$ cat src/rtl/katp91_decode_pkg.sv
// rtl/katp91_decode_pkg.sv - katp91 decode types, group codes and first-word decoder (DECODE_QUEUE_STRICT_EN)
package katp91_decode_pkg;

    typedef enum logic [3:0] {
        GRP_MATH_CONSTANT = 4'd0,
        GRP_BRANCH_JUMPS  = 4'd1,
        GRP_MATH_REG      = 4'd2,
        GRP_MATH_EREG     = 4'd3,
        GRP_SINGLE_REG    = 4'd4,
        GRP_STACK         = 4'd5,
        GRP_REG_MEMORY    = 4'd6,
        GRP_EXTENDED      = 4'd7,
        GRP_OTHERS        = 4'd8,
        GRP_RETURN        = 4'd9,
        GRP_WRONG         = 4'd15
    } group_e;

    typedef enum logic {
        ST_FIRST = 1'b0,
        ST_EXT   = 1'b1
    } state_e;

    localparam logic [3:0] OP_PUSH = 4'd0;
    localparam logic [3:0] OP_POP  = 4'd1;
    localparam logic [3:0] OP_RET  = 4'd0;

    typedef struct packed {
        group_e      group;
        logic [3:0]  opr;
        logic [3:0]  rg1;
        logic [3:0]  rg2;
        logic [1:0]  erg1;
        logic [1:0]  erg2;
        logic [7:0]  val;
        logic [8:0]  jump;
        logic [15:0] ext;
        logic        reset_cycle;
    } entry_t;

    localparam int ENTRY_W = $bits(entry_t);

    // The opcode map is prefix coded: the count of trailing ones in byte 0 selects the group.
    function automatic entry_t decode_word(input logic [15:0] w);
        entry_t e;
        e = '0;
        casez (w[7:0])
            8'b???????0, 8'b??????01: begin
                e.group = GRP_MATH_CONSTANT;
                e.opr = w[3:0];
                e.rg1 = w[7:4];
                e.val = w[15:8];
                e.reset_cycle = 1'b1;
            end
            8'b?????011: begin
                e.group = GRP_BRANCH_JUMPS;
                e.opr = w[6:3];
                e.jump = w[15:7];
                e.reset_cycle = 1'b1;
            end
            8'b????0111: begin
                e.group = GRP_MATH_REG;
                e.opr = w[7:4];
                e.rg1 = w[11:8];
                e.rg2 = w[15:12];
                e.reset_cycle = 1'b1;
            end
            8'b???01111: begin
                e.group = GRP_MATH_EREG;
                e.opr = w[8:5];
                e.erg1 = w[10:9];
                e.erg2 = w[12:11];
                e.reset_cycle = 1'b1;
            end
            8'b??011111: begin
                e.opr = w[9:6];
                e.rg1 = w[13:10];
                if (w[9:6] == OP_PUSH || w[9:6] == OP_POP) begin
                    e.group = GRP_STACK;
                    e.reset_cycle = 1'b0;
                end else begin
                    e.group = GRP_SINGLE_REG;
                    e.reset_cycle = 1'b1;
                end
            end
            8'b?0111111: begin
                e.group = GRP_REG_MEMORY;
                e.opr = {1'b0, w[9:7]};
                e.rg1 = w[13:10];
                e.reset_cycle = 1'b0;
            end
            8'b01111111: begin
                e.group = GRP_EXTENDED;
                e.opr = w[11:8];
                e.reset_cycle = 1'b0;
            end
            default: begin
                e.opr = w[11:8];
                if (w[11:8] == OP_RET) begin
                    e.group = GRP_RETURN;
                    e.reset_cycle = 1'b0;
                end else begin
                    e.group = GRP_OTHERS;
                    e.reset_cycle = 1'b1;
                end
            end
        endcase
`ifdef DECODE_QUEUE_STRICT_EN
        if (((e.group == GRP_REG_MEMORY) && (w[15:14] != 2'b00)) ||
            (((e.group == GRP_EXTENDED) || (e.group == GRP_OTHERS) || (e.group == GRP_RETURN)) &&
             (w[15:12] != 4'h0))) begin
            e = '0;
            e.group = GRP_WRONG;
            e.reset_cycle = 1'b1;
        end
`endif
        return e;
    endfunction

endpackage

$ cat src/rtl/decode_queue_fifo.sv
// rtl/decode_queue_fifo.sv - circular buffer of packed decoded entries with occupancy
module decode_queue_fifo
    import katp91_decode_pkg::*;
#(
    parameter int DEPTH = 4,
    parameter int LVL_W = $clog2(DEPTH + 1)
) (
    input  logic               clk,
    input  logic               rst_n,
    input  logic               clr,
    input  logic               push,
    input  logic [ENTRY_W-1:0] push_data,
    input  logic               pop,
    output logic [ENTRY_W-1:0] head,
    output logic [LVL_W-1:0]   level
);

    localparam int PTR_W = (DEPTH > 1) ? $clog2(DEPTH) : 1;

    logic [ENTRY_W-1:0] mem_q [DEPTH];
    logic [PTR_W-1:0]   wr_q, rd_q, wr_d, rd_d;
    logic [LVL_W-1:0]   level_q;

    // Explicit wrap keeps non-power-of-two depths correct.
    assign wr_d = (wr_q == PTR_W'(DEPTH - 1)) ? '0 : wr_q + 1'b1;
    assign rd_d = (rd_q == PTR_W'(DEPTH - 1)) ? '0 : rd_q + 1'b1;

    always_ff @(posedge clk or negedge rst_n) begin
        if (!rst_n) begin
            wr_q    <= '0;
            rd_q    <= '0;
            level_q <= '0;
        end else if (clr) begin
            wr_q    <= '0;
            rd_q    <= '0;
            level_q <= '0;
        end else begin
            if (push) wr_q <= wr_d;
            if (pop)  rd_q <= rd_d;
            if (push && !pop)      level_q <= level_q + LVL_W'(1);
            else if (pop && !push) level_q <= level_q - LVL_W'(1);
        end
    end

    always_ff @(posedge clk) begin
        if (push && !clr) mem_q[wr_q] <= push_data;
    end

    assign head  = mem_q[rd_q];
    assign level = level_q;

endmodule

$ cat src/rtl/decode_queue.sv
// rtl/decode_queue.sv - katp91 two-word assembling decoder feeding a micro-op FIFO (DECODE_QUEUE_STRICT_EN)
module decode_queue
    import katp91_decode_pkg::*;
#(
    parameter int DEPTH = 4,
    parameter int LVL_W = $clog2(DEPTH + 1)
) (
    input  logic             clk,
    input  logic             rst_n,
    input  logic             flush,
    input  logic             in_valid,
    input  logic [15:0]      in_word,
    output logic             in_ready,
    output logic             out_valid,
    input  logic             out_ready,
    output logic [3:0]       out_group,
    output logic [3:0]       out_operator,
    output logic [3:0]       out_rg1,
    output logic [3:0]       out_rg2,
    output logic [1:0]       out_erg1,
    output logic [1:0]       out_erg2,
    output logic [7:0]       out_val,
    output logic [8:0]       out_jump,
    output logic [15:0]      out_ext,
    output logic             out_reset_cycle,
    output logic [LVL_W-1:0] out_level,
    output logic             pending_ext
);

    state_e             state_q, state_d;
    entry_t             latch_q, latch_d;
    entry_t             dec, push_entry, head_e;
    logic [ENTRY_W-1:0] head_raw;
    logic [LVL_W-1:0]   level;
    logic               accept, push, pop, two_word;

    assign dec       = decode_word(in_word);
    assign two_word  = (dec.group == GRP_REG_MEMORY) || (dec.group == GRP_EXTENDED);
    assign in_ready  = level < LVL_W'(DEPTH);
    assign out_valid = level != '0;
    assign accept    = in_valid & in_ready & ~flush;
    assign pop       = out_valid & out_ready & ~flush;

    always_comb begin
        state_d    = state_q;
        latch_d    = latch_q;
        push       = 1'b0;
        push_entry = dec;
        if (flush) begin
            state_d = ST_FIRST;
        end else if (accept) begin
            case (state_q)
                ST_FIRST: begin
                    if (two_word) begin
                        latch_d = dec;
                        state_d = ST_EXT;
                    end else begin
                        push = 1'b1;
                    end
                end
                ST_EXT: begin
                    push           = 1'b1;
                    push_entry     = latch_q;
                    push_entry.ext = in_word;
                    state_d        = ST_FIRST;
                end
                default: state_d = ST_FIRST;
            endcase
        end
    end

    always_ff @(posedge clk or negedge rst_n) begin
        if (!rst_n) begin
            state_q <= ST_FIRST;
            latch_q <= '0;
        end else begin
            state_q <= state_d;
            latch_q <= latch_d;
        end
    end

    decode_queue_fifo #(
        .DEPTH (DEPTH),
        .LVL_W (LVL_W)
    ) u_fifo (
        .clk       (clk),
        .rst_n     (rst_n),
        .clr       (flush),
        .push      (push),
        .push_data (push_entry),
        .pop       (pop),
        .head      (head_raw),
        .level     (level)
    );

    // Fields read as zero when the queue is empty so stale storage never leaks out.
    assign head_e = out_valid ? entry_t'(head_raw) : entry_t'('0);

    assign out_group       = head_e.group;
    assign out_operator    = head_e.opr;
    assign out_rg1         = head_e.rg1;
    assign out_rg2         = head_e.rg2;
    assign out_erg1        = head_e.erg1;
    assign out_erg2        = head_e.erg2;
    assign out_val         = head_e.val;
    assign out_jump        = head_e.jump;
    assign out_ext         = head_e.ext;
    assign out_reset_cycle = head_e.reset_cycle;
    assign out_level       = level;
    assign pending_ext     = (state_q == ST_EXT);

endmodule

$ cat config.mk
export PLATFORM = sky130hd
export DESIGN_NAME = decode_queue
export DESIGN_NICKNAME = d
export VERILOG_FILES = /design/src/rtl/katp91_decode_pkg.sv /design/src/rtl/decode_queue_fifo.sv /design/src/rtl/decode_queue.sv
export SDC_FILE = /design/constraint.sdc
export NUM_CORES = 1
export LEC_CHECK = 0
export ABC_AREA = 1
export BUFFER_PORTS_ARGS = -buffer_cell sky130_fd_sc_hd__clkbuf_2
export CAP_MARGIN = 20
export CORE_ASPECT_RATIO = 1.5
export CORE_MARGIN = 5
export CORE_UTILIZATION = 42
export CTS_BUF_LIST = sky130_fd_sc_hd__clkbuf_8
export DETAILED_ROUTE_END_ITERATION = 8
export REMOVE_ABC_BUFFERS = 1
export SYNTH_ARGS = -nofsm -noshare
export SYNTH_HDL_FRONTEND = slang
export SYNTH_SLANG_ARGS = --single-unit
$ cat constraint.sdc
create_clock -name clk -period 4.1 [get_ports clk]
set_input_delay 0.615 -clock clk [delete_from_list [all_inputs] [get_ports clk]]
set_output_delay 0.615 -clock clk [all_outputs]
set_load 0.1 [all_outputs]
==> impl_metrics.json <==
{
  "clockBufferDepth": 3,
  "ys_top_cells_by_area": "edfxtp_1, dfrtp_1, nor2_1, o21ai_0, nand2_1",
  "vias_per_cell": 5.22,
  "syn_area_sq_um": 11100,
  "place_congestion": 0.916,
  "dp_hpwl_mm": 16.0,
  "ys_seq_area_share_pct": 68.9,
  "grt_max_degree": 65,
  "cts_resized": 0,
  "synth_cell_types": 35,
  "final_net_count": 1139,
  "drv_slew": 0,
  "die_height_microns": 209,
  "grt_first_pass_wirelength_mm": 43.6,
  "worstSkewPairLatency_ns": 0.52,
  "drive_gt1_share_pct": 17.9,
  "wl_met3_mm": 1.40,
  "leakage_uw": 0.00502,
  "total_power_uw": 8970,
  "start_util_pct": 42.2,
  "holdBufCountCts": 0,
  "core_sq_um": 26300,
  "synth.most_common_cell": "nor2_1",
  "grt_pass1_vias": 7907,
  "grtUsageTotal_pct": 18.7,
  "fin_crit_ns": 3.50,
  "fin_util_pct": 47.9,
  "timing.rr.start": "u_fifo.level[2]",
  "numCtsBuffers": 39,
  "yosysWarnings": 0,
  "path_clk_slew_ns": 0.06,
  "rsz0062_at_grt": "false",
  "io_buffers": 80,
  "cts_sinks": 262,
  "gr-total-overflow": 0,
  "timing.fmax_mhz": 286,
  "rows": 73,
  "diodes": 0,
  "area_growth_pct": 13.7,
  "cpLargestDelayFamily": "buffers and inverters",
  "ys.flop_type": "edfxtp_1",
  "yosysTopAreaCellShare_pct": 58.5,
  "worst_setup_path_start_kind": "register",
  "crit_chain": "inv_2 > buf_4 > o21ai_0 > a21oi_1 > clkbuf_2",
  "hold_viol": 0,
  "dr.first_iter.drc_count": 565,
  "htreeDepth": 2,
  "firstDrtPassIters": 5,
  "critical_path_buf_inv_count": 3,
  "post_cts_buffers": 0,
  "holdCritPathClass": "in2async",
  "worstSetupPathType": "reg2out",
  "worstPathMaxFanout": 42,
  "wirelength_mm": 27.4,
  "netlist_instances": 1030,
  "cts_tree": "built",
  "vias": 7719,
  "required_ns": 3.48,
  "avgSynthCellArea_sq_um": 10.8,
  "boundaryPins": 81,
  "antenna_found_initial": 0,
  "synth_common_cells": "nor2_1, edfxtp_1, nand2_1, o21ai_0, a21oi_1",
  "slew_headroom_pct": 31.5,
  "async_flop_share_pct": 17.6,
  "status": "finished clean",
  "ys_seq_elements": 262,
  "crit_slowest_cell": "dfrtp_4",
  "critPathMaxStageDelay_ns": 0.61,
  "timing.final.crit_share_pct": 85.3,
  "cp-end-kind": "primary output",
  "top_layer": "met4",
  "drc": 0,
  "die_area_sq_um": 29800,
  "avgRoutedWirePerCell_microns": 18.5,
  "ir_drop_v": 0.000896,
  "reg2reg_slack_ns": 1.56,
  "postRouteAntennaNets": 0,
  "cp.depth": 5,
  "finalClockSkew_ns": 0.00688,
  "met2WireLength_mm": 13.8,
  "die_w_microns": 143,
  "cts-root-buf": "clkbuf_8",
  "r2r_cells": 6,
  "synth_edf_count": 216,
  "r2r-end": "u_fifo.mem_q[3][46]",
  "setup_violations": 0,
  "arrival_ns": 2.88,
  "tightest_slew_ns": 1.03,
  "powerDensity_nw_per_um2": 711,
  "maxCapViolCount": 0,
  "synth_top_cell_by_area": "edfxtp_1",
  "wirelength_met1_mm": 11.3
}
==> where the power goes <==
| group | total, uW | internal [uW] | switching, uW |
|---|---|---|---|
| Clock | 2070 | 1100 | 963 |
| Combinational | 3810 | 516 | 3300 |
| Sequential | 3090 | 3020 | 62.3 |
==> cell type report <==
class / count / area, sq um
flip-flops and latches: 262 / 7640
fillers: 2422 / 13700
repair buffers: 96 / 533
clock inverters: 24 / 124
inverters: 69 / 259
multi-input cells: 645 / 2990
well taps: 337 / 422
clock buffers: 47 / 647
==> stage by stage <==
step	cells	cell area, sq um	setup WS, ns	setup TNS (ns)	hold slack (ns)
2_1_floorplan	976	10800	-2.71	-558.07	0.319
3_3_place_gp	1409	11800	1.16	0	0.437
3_5_place_dp	1409	11800	1.13	0	0.439
4_1_cts	1480	12600	0.556	0	0.243
5_1_grt	1480	12600	0.420	0	0.274
6_report	1480	12600	0.603	0	0.233
==> placed cells by master (no fill, tap or decap), types with 2 or more instances in the layout <==
master	instances
ha_1	4
inv_2	36
a21oi_1	62
clkbuf_8	47
o221ai_1	2
buf_4	15
inv_1	44
nand2_1	125
o22ai_1	2
nand2_2	4
clkinv_1	6
o21ai_1	7
dfrtp_1	44
o211ai_1	5
clkinv_2	6
clkbuf_2	80
o21ai_0	122
nor2_4	5
nor2_1	246
edfxtp_1	216
nand2_4	3
nand3_1	22
o31ai_1	25
==> worst register-to-register path, delay by kind of cell, from the launching register on <==
family | cells | cell delay, ns
and+or+nand+nor | 4 | 1.19
buffers and inverters | 2 | 0.56
DFF | 1 | 0.42
==> sequential cells by signal (all words and copies together), names as in the netlist <==
register / flops
u_fifo.mem_q: 216
latch_q: 38
u_fifo.level: 3
u_fifo.rd_q: 2
u_fifo.wr_q: 2
pending_ext: 1
==> worst max path at each step <==
stage / from / endpoint / slack [ns]
floorplan: u_fifo.level[2] / u_fifo.mem_q[0][42] / -2.71
global placement: u_fifo.rd_q[0] / out_reset_cycle / 1.16
detailed placement: u_fifo.rd_q[0] / out_rg1[2] / 1.13
CTS: u_fifo.rd_q[0] / out_rg1[2] / 0.56
global route: u_fifo.rd_q[0] / out_rg1[2] / 0.42
finish: u_fifo.rd_q[0] / out_rg1[2] / 0.60
==> kinds of logic after synthesis <==
group | after synthesis | share of synthesized area [%]
buffers and inverters | 123 | 4.54
XOR/XNOR | 1 | 0.0790
adder cells (fa/ha/maj) | 5 | 0.632
flip-flops | 262 | 68.9
AND/OR/NAND/NOR | 411 | 14.8
AO/OA/AOI/OAI | 228 | 11.1
==> metal layers <==
layer,global-route usage [%],vias to the layer above
met4,7.67,0
met3,2.91,55
met5,0,-
li1,-,3689
met2,31.7,250
met1,23.9,3725
Note: power is estimated with default switching activity, not from simulation.
